===== src/rtl/rst_sequencer_if.sv =====
// rtl/rst_sequencer_if.sv - soft-request and sequenced-reset outputs of rst_sequencer
interface rst_sequencer_if #(
    parameter int NUM_STAGES = 3
);
    logic                  soft_rst_req;
    logic [NUM_STAGES-1:0] stage_rst_n;
    logic                  rst_done;
    logic                  soft_rst_ack;
    logic                  busy;

    modport master (
        input  soft_rst_req,
        output stage_rst_n,
        output rst_done,
        output soft_rst_ack,
        output busy
    );

    modport slave (
        output soft_rst_req,
        input  stage_rst_n,
        input  rst_done,
        input  soft_rst_ack,
        input  busy
    );
endinterface


===== src/rtl/rst_sequencer.sv =====
// rtl/rst_sequencer.sv - synchronized, staged release of domain resets with soft-request restart
module rst_sequencer #(
    parameter int NUM_STAGES  = 3,
    parameter int SYNC_STAGES = 2,
    parameter int HOLD_CYC    = 8,
    parameter int STAGE_DLY   = 16
) (
    input  logic               clk,
    input  logic               rst,
    rst_sequencer_if.master    bus
);
    localparam int MAX_CNT = (HOLD_CYC > STAGE_DLY) ? HOLD_CYC : STAGE_DLY;
    localparam int CW      = $clog2(MAX_CNT + 1);
    localparam int IW      = $clog2(NUM_STAGES + 1);

    if (NUM_STAGES < 1 || SYNC_STAGES < 2 || HOLD_CYC < 1 || STAGE_DLY < 1) begin : g_param_err
        $error("rst_sequencer: illegal parameter combination");
    end

    typedef enum logic [1:0] {S_SYNC, S_HOLD, S_REL, S_DONE} state_t;

    logic [SYNC_STAGES-1:0] sync_q;
    logic [SYNC_STAGES-1:0] sync_d;
    logic                   req_q;
    logic                   soft_edge_q;
    state_t                 state_q;
    logic [CW-1:0]          cnt_q;
    logic [IW-1:0]          idx_q;
    logic [NUM_STAGES-1:0]  stage_q;
    logic                   done_q;
    logic                   ack_q;
    logic                   busy_q;
    logic                   pend_q;

    // Chain fills with ones on rst and drains zeros once rst is released.
    assign sync_d = {sync_q[SYNC_STAGES-2:0], 1'b0};

    always_ff @(posedge clk or posedge rst) begin
        if (rst) begin
            sync_q      <= '1;
            req_q       <= 1'b0;
            soft_edge_q <= 1'b0;
        end else begin
            sync_q      <= sync_d;
            req_q       <= bus.soft_rst_req;
            soft_edge_q <= bus.soft_rst_req & ~req_q;
        end
    end

    always_ff @(posedge clk or posedge rst) begin
        if (rst) begin
            state_q <= S_SYNC;
            cnt_q   <= '0;
            idx_q   <= '0;
            stage_q <= '0;
            done_q  <= 1'b0;
            ack_q   <= 1'b0;
            busy_q  <= 1'b1;
            pend_q  <= 1'b0;
        end else begin
            ack_q <= 1'b0;
            if (soft_edge_q && state_q != S_SYNC) begin
                state_q <= S_HOLD;
                cnt_q   <= '0;
                idx_q   <= '0;
                stage_q <= '0;
                done_q  <= 1'b0;
                busy_q  <= 1'b1;
                pend_q  <= 1'b1;
            end else begin
                if (soft_edge_q) begin
                    pend_q <= 1'b1;
                end
                case (state_q)
                    S_SYNC: begin
                        if (!sync_q[SYNC_STAGES-1]) begin
                            state_q <= S_HOLD;
                            cnt_q   <= '0;
                        end
                    end
                    S_HOLD: begin
                        if (cnt_q == CW'(HOLD_CYC - 1)) begin
                            state_q <= S_REL;
                            cnt_q   <= '0;
                            stage_q <= NUM_STAGES'(1);
                            idx_q   <= IW'(1);
                        end else begin
                            cnt_q <= cnt_q + CW'(1);
                        end
                    end
                    S_REL: begin
                        if (cnt_q == CW'(STAGE_DLY - 1)) begin
                            cnt_q <= '0;
                            if (idx_q == IW'(NUM_STAGES)) begin
                                state_q <= S_DONE;
                                done_q  <= 1'b1;
                                busy_q  <= 1'b0;
                                ack_q   <= pend_q;
                                pend_q  <= 1'b0;
                            end else begin
                                stage_q <= stage_q | (NUM_STAGES'(1) << idx_q);
                                idx_q   <= idx_q + IW'(1);
                            end
                        end else begin
                            cnt_q <= cnt_q + CW'(1);
                        end
                    end
                    S_DONE: begin
                        state_q <= S_DONE;
                    end
                    default: begin
                        state_q <= S_SYNC;
                    end
                endcase
            end
        end
    end

    assign bus.stage_rst_n  = stage_q;
    assign bus.rst_done     = done_q;
    assign bus.soft_rst_ack = ack_q;
    assign bus.busy         = busy_q;
endmodule

===== src/flat_wrapper.sv =====
// flat-port wrapper written by rule: the top's interface ports become plain ports
module rst_sequencer_flat 
#(
    parameter int NUM_STAGES  = 3,
    parameter int SYNC_STAGES = 2,
    parameter int HOLD_CYC    = 8,
    parameter int STAGE_DLY   = 16
)
  (clk, rst, bus_soft_rst_req, bus_stage_rst_n, bus_rst_done, bus_soft_rst_ack, bus_busy);
  rst_sequencer_if #(.NUM_STAGES(NUM_STAGES)) bus_i ();
  input  logic clk;
  input  logic rst;
  input wire logic [$bits(bus_i.soft_rst_req)-1:0] bus_soft_rst_req;
  output wire logic [$bits(bus_i.stage_rst_n)-1:0] bus_stage_rst_n;
  output wire logic [$bits(bus_i.rst_done)-1:0] bus_rst_done;
  output wire logic [$bits(bus_i.soft_rst_ack)-1:0] bus_soft_rst_ack;
  output wire logic [$bits(bus_i.busy)-1:0] bus_busy;
  assign bus_i.soft_rst_req = bus_soft_rst_req;
  assign bus_stage_rst_n = bus_i.stage_rst_n;
  assign bus_rst_done = bus_i.rst_done;
  assign bus_soft_rst_ack = bus_i.soft_rst_ack;
  assign bus_busy = bus_i.busy;
  rst_sequencer #(.NUM_STAGES(NUM_STAGES), .SYNC_STAGES(SYNC_STAGES), .HOLD_CYC(HOLD_CYC), .STAGE_DLY(STAGE_DLY)) u_core (.clk(clk), .rst(rst), .bus(bus_i));
endmodule

===== config.mk =====
export PLATFORM = sky130hd
export DESIGN_NAME = rst_sequencer_flat
export DESIGN_NICKNAME = d
export VERILOG_FILES = /design/src/rtl/rst_sequencer_if.sv /design/src/rtl/rst_sequencer.sv /design/src/flat_wrapper.sv
export SDC_FILE = /design/constraint.sdc
export NUM_CORES = 1
export LEC_CHECK = 0
export BUFFER_PORTS_ARGS = -buffer_cell sky130_fd_sc_hd__buf_2
export CORE_MARGIN = 2
export CORE_UTILIZATION = 50
export CTS_BUF_LIST = sky130_fd_sc_hd__clkbuf_8
export DETAILED_ROUTE_END_ITERATION = 7
export GPL_TIMING_DRIVEN = 0
export PLACE_DENSITY_LB_ADDON = 0.2
export SETUP_SLACK_MARGIN = 0.2
export SLEW_MARGIN = 10
export SYNTH_ARGS = -nofsm -noshare
export SYNTH_HDL_FRONTEND = slang
export SYNTH_SLANG_ARGS = --single-unit

===== constraint.sdc =====
create_clock -name clk -period 2.16 [get_ports clk]
set_input_delay 0 -clock clk [delete_from_list [all_inputs] [get_ports clk]]
set_output_delay 0 -clock clk [all_outputs]
set_load 0.005 [all_outputs]

==> results.json <==
{
  "outcome": "completed",
  "clk_latency_ns": 0.26,
  "fp.dieH_um": 51.6,
  "die_area_mm2": 0.00266,
  "synth-compound-area-share": 0.197,
  "path_cells": "ha_1 > nand3b_4 > o31a_1 > or4_1 > a21oi_1",
  "track_usage": 0.198,
  "hp-start": "u_core.sync_q[0]$_DFF_PP1_",
  "cts_tree": "yes",
  "fin_tns_setup_ns": 0,
  "n_antenna_cell": 0,
  "place.gp.congestion": 0.837,
  "period_share": 0.862,
  "synth_edf_count": 0,
  "postSynthAreaPerCell_um2": 9.67,
  "dpl.hpwl_um": 1580,
  "hold_end": "u_core.sync_q[1]$_DFF_PP1_",
  "yosysWarnings": 0,
  "core_region_area_mm2": 0.00217,
  "syn-num-nets": 131,
  "slew_headroom": 0.500,
  "finalPower_mw": 1.65,
  "fin_util": 0.603,
  "antenna_found_initial": 0,
  "hold_viol_final": 0,
  "floorplan.initialDensity": 0.521,
  "ant_nets": 0,
  "yosysTopAreaCell": "dfrtp_1",
  "synthArstFlopShare": 1.00,
  "synth_top_family_by_area": "compound AO/OA/AOI/OAI gates",
  "skew_ns": 0.00324,
  "crit_arrival_ns": 2.05,
  "hp-class": "reg -> reg",
  "drt_iter0_drc": 34,
  "port-buffer-count": 8,
  "regToRegSetupSlack_ns": 0.30,
  "r2r_cells": 5,
  "grt_pass1_vias": 925,
  "ys.flop_type": "dfrtp_1",
  "dp.cells": 153,
  "synth.area.top_cells": "dfrtp_1, ha_1, dfstp_2, o21ai_0, inv_1",
  "cts_root_buffer": "clkbuf_8",
  "ys_seq_area_frac": 0.446,
  "path_max_fanout": 7,
  "finalNonFillerCells": 159,
  "synth_seq_cells": 20,
  "hold-worst-slack_ns": 0.359,
  "synth-simple-area-share": 0.184,
  "whs_path_depth": 0,
  "crit_path_end_kind": "flop",
  "fp-row-count": 17,
  "synth_mux_area_frac": 0,
  "cts_buffers": 3,
  "cp_top_family": "simple AND/OR/NAND/NOR gates",
  "via_count": 900,
  "first_pass_iters": 4,
  "syn_inst": 117,
  "grt_start_max_net_pins": 21,
  "grt-ovfl-total": 0,
  "r2r-end": "u_core.state_q[1]$_DFFE_PP0P_",
  "cp-start-kind": "flop",
  "grt_pass1_wl_um": 3860,
  "drv_slew": 0,
  "max_freq_mhz": 537,
  "cts.sinks": 20,
  "drc": 0,
  "synth.top_cell.area_share": 0.376,
  "io_pins": 9,
  "setup_viol": 0,
  "critPathBufInv": 0,
  "min_period_ns": 1.86,
  "wirelength_um": 2190,
  "p_per_area_mw_per_mm2": 1260,
  "crit_type": "reg -> reg",
  "slowest_stage": "or4_1",
  "p_leak_nw": 0.637,
  "syn_area_mm2": 0.00113,
  "r2r-start": "u_core.cnt_q[0]$_DFFE_PP0P_",
  "clk_pin_slew_ns": 0.07,
  "routed_via_density": 5.66,
  "cp_slowest_stage_delay_ns": 0.47,
  "peakVddDrop_uv": 804,
  "avgRoutedWirePerCell_um": 13.8,
  "tightest_slew_ns": 0.749,
  "cp.required_ns": 2.34,
  "die_width_um": 51.6,
  "synth_cell_types": 37,
  "nNetsFinal": 146,
  "cts_max_level": 1,
  "rsz0062_at_grt": "yes",
  "postCtsSetupBuffers": 0,
  "synthXorXnorAreaFrac": 0,
  "synthToLayoutAreaGrowth_pct": 15.7,
  "drive_gt1_frac": 0.206,
  "cp-startpoint": "u_core.cnt_q[0]$_DFFE_PP0P_",
  "yosys.area_share.adder": 0.122,
  "cts_buffer_depth": 2,
  "maxCapViolCount": 0
}
-- routing by layer --
metal / vias to the layer above / share of wire / GRT usage
li1: 442 / - / -
met1: 436 / 0.46 / 0.218
met2: 17 / 0.49 / 0.353
met3: 5 / 0.026 / 0.0345
met4: 0 / 0.020 / 0.118
met5: - / 0 / 0
-- final cells by class --
cell class / count / area (um2)
fill: 207 / 861
multi-input combinational: 83 / 598
sequential: 20 / 504
timing repair buffer: 10 / 60.1
clock buffer: 4 / 55.1
tap: 28 / 35.0
inverter: 9 / 33.8
buffer: 5 / 22.5
-- layout by cell type, fill, tap and decap left out, types with 2 or more instances in the layout --
cell type and n:
dfstp_2 3, buf_2 10, clkbuf_8 4, clkbuf_1 2
nand2_1 8, nor2_1 9, nor3_1 3, o22ai_1 2
a41oi_1 2, o21ai_0 7, nor2b_1 3, and2_1 2
dlygate4sd3_1 2, nand3_1 4, dfrtp_1 17, inv_1 9
a221oi_1 2, ha_1 11, a21oi_1 6
-- state kept, by name (all words and copies together) (netlist names) --
name and count:
u_core.cnt_q 5, u_core.bus.stage_rst_n 3, u_core.idx_q 2, u_core.state_q 2, u_core.sync_q 2, u_core.bus.busy 1, u_core.bus.rst_done 1, u_core.bus.soft_rst_ack 1
u_core.pend_q 1, u_core.req_q 1, u_core.soft_edge_q 1
-- worst max path at each step --
stage                                                  endpoint  slack [ns]  depth (start not counted)
after detailed placement  u_core.bus.stage_rst_n[0]$_DFFE_PP0P_        0.20                          6
after CTS                 u_core.bus.stage_rst_n[2]$_DFFE_PP0P_        0.25                          7
final                             u_core.state_q[1]$_DFFE_PP0P_        0.30                          5
after global placement    u_core.bus.stage_rst_n[0]$_DFFE_PP0P_        0.28                          6
after floorplan           u_core.bus.stage_rst_n[0]$_DFFE_PP0P_        0.48                          6
after global routing                u_core.cnt_q[3]$_DFFE_PP0P_        0.18                          6
-- report_power, final --
part	leakage, nW	switching [mW]	internal [mW]
Sequential	0.248	0.0690	0.461
Clock	0.0288	0.127	0.162
Combinational	0.361	0.486	0.344
-- synthesized netlist by cell type, drive strengths merged, types with 3 or more instances --
master   n
a21oi    6
nand3    4
o21ai    7
nor3     4
nor2b    3
inv      9
nand2    9
clkbuf   3
dfstp    3
o31ai    3
ha      11
dfrtp   17
nor2     9
-- what timing repair did --
action | 4_1_cts | 5_1_grt
pin swaps | 0 | 0
endpoints found under the setup margin | 1 | 7
gates resized for setup | 1 | 6
endpoints found under the hold margin | 19 | 0
hold buffers | 2 | 0
-- cells by family after synthesis --
| logic type | after synthesis |
|---|---|
| other cells | 1 |
| simple gates | 39 |
| fa+ha+maj | 11 |
| compound gates | 32 |
| flops | 20 |
| buf+inv | 14 |
-- through the flow --
step / cell area (um2) / setup WS (ns)
floorplan: 1130 / 0.476
global placement: 1210 / 0.281
detailed placement: 1210 / 0.203
CTS: 1290 / 0.250
global route: 1310 / 0.181
finish: 1310 / 0.299
No activity file was read; power rests on OpenSTA's default activity.
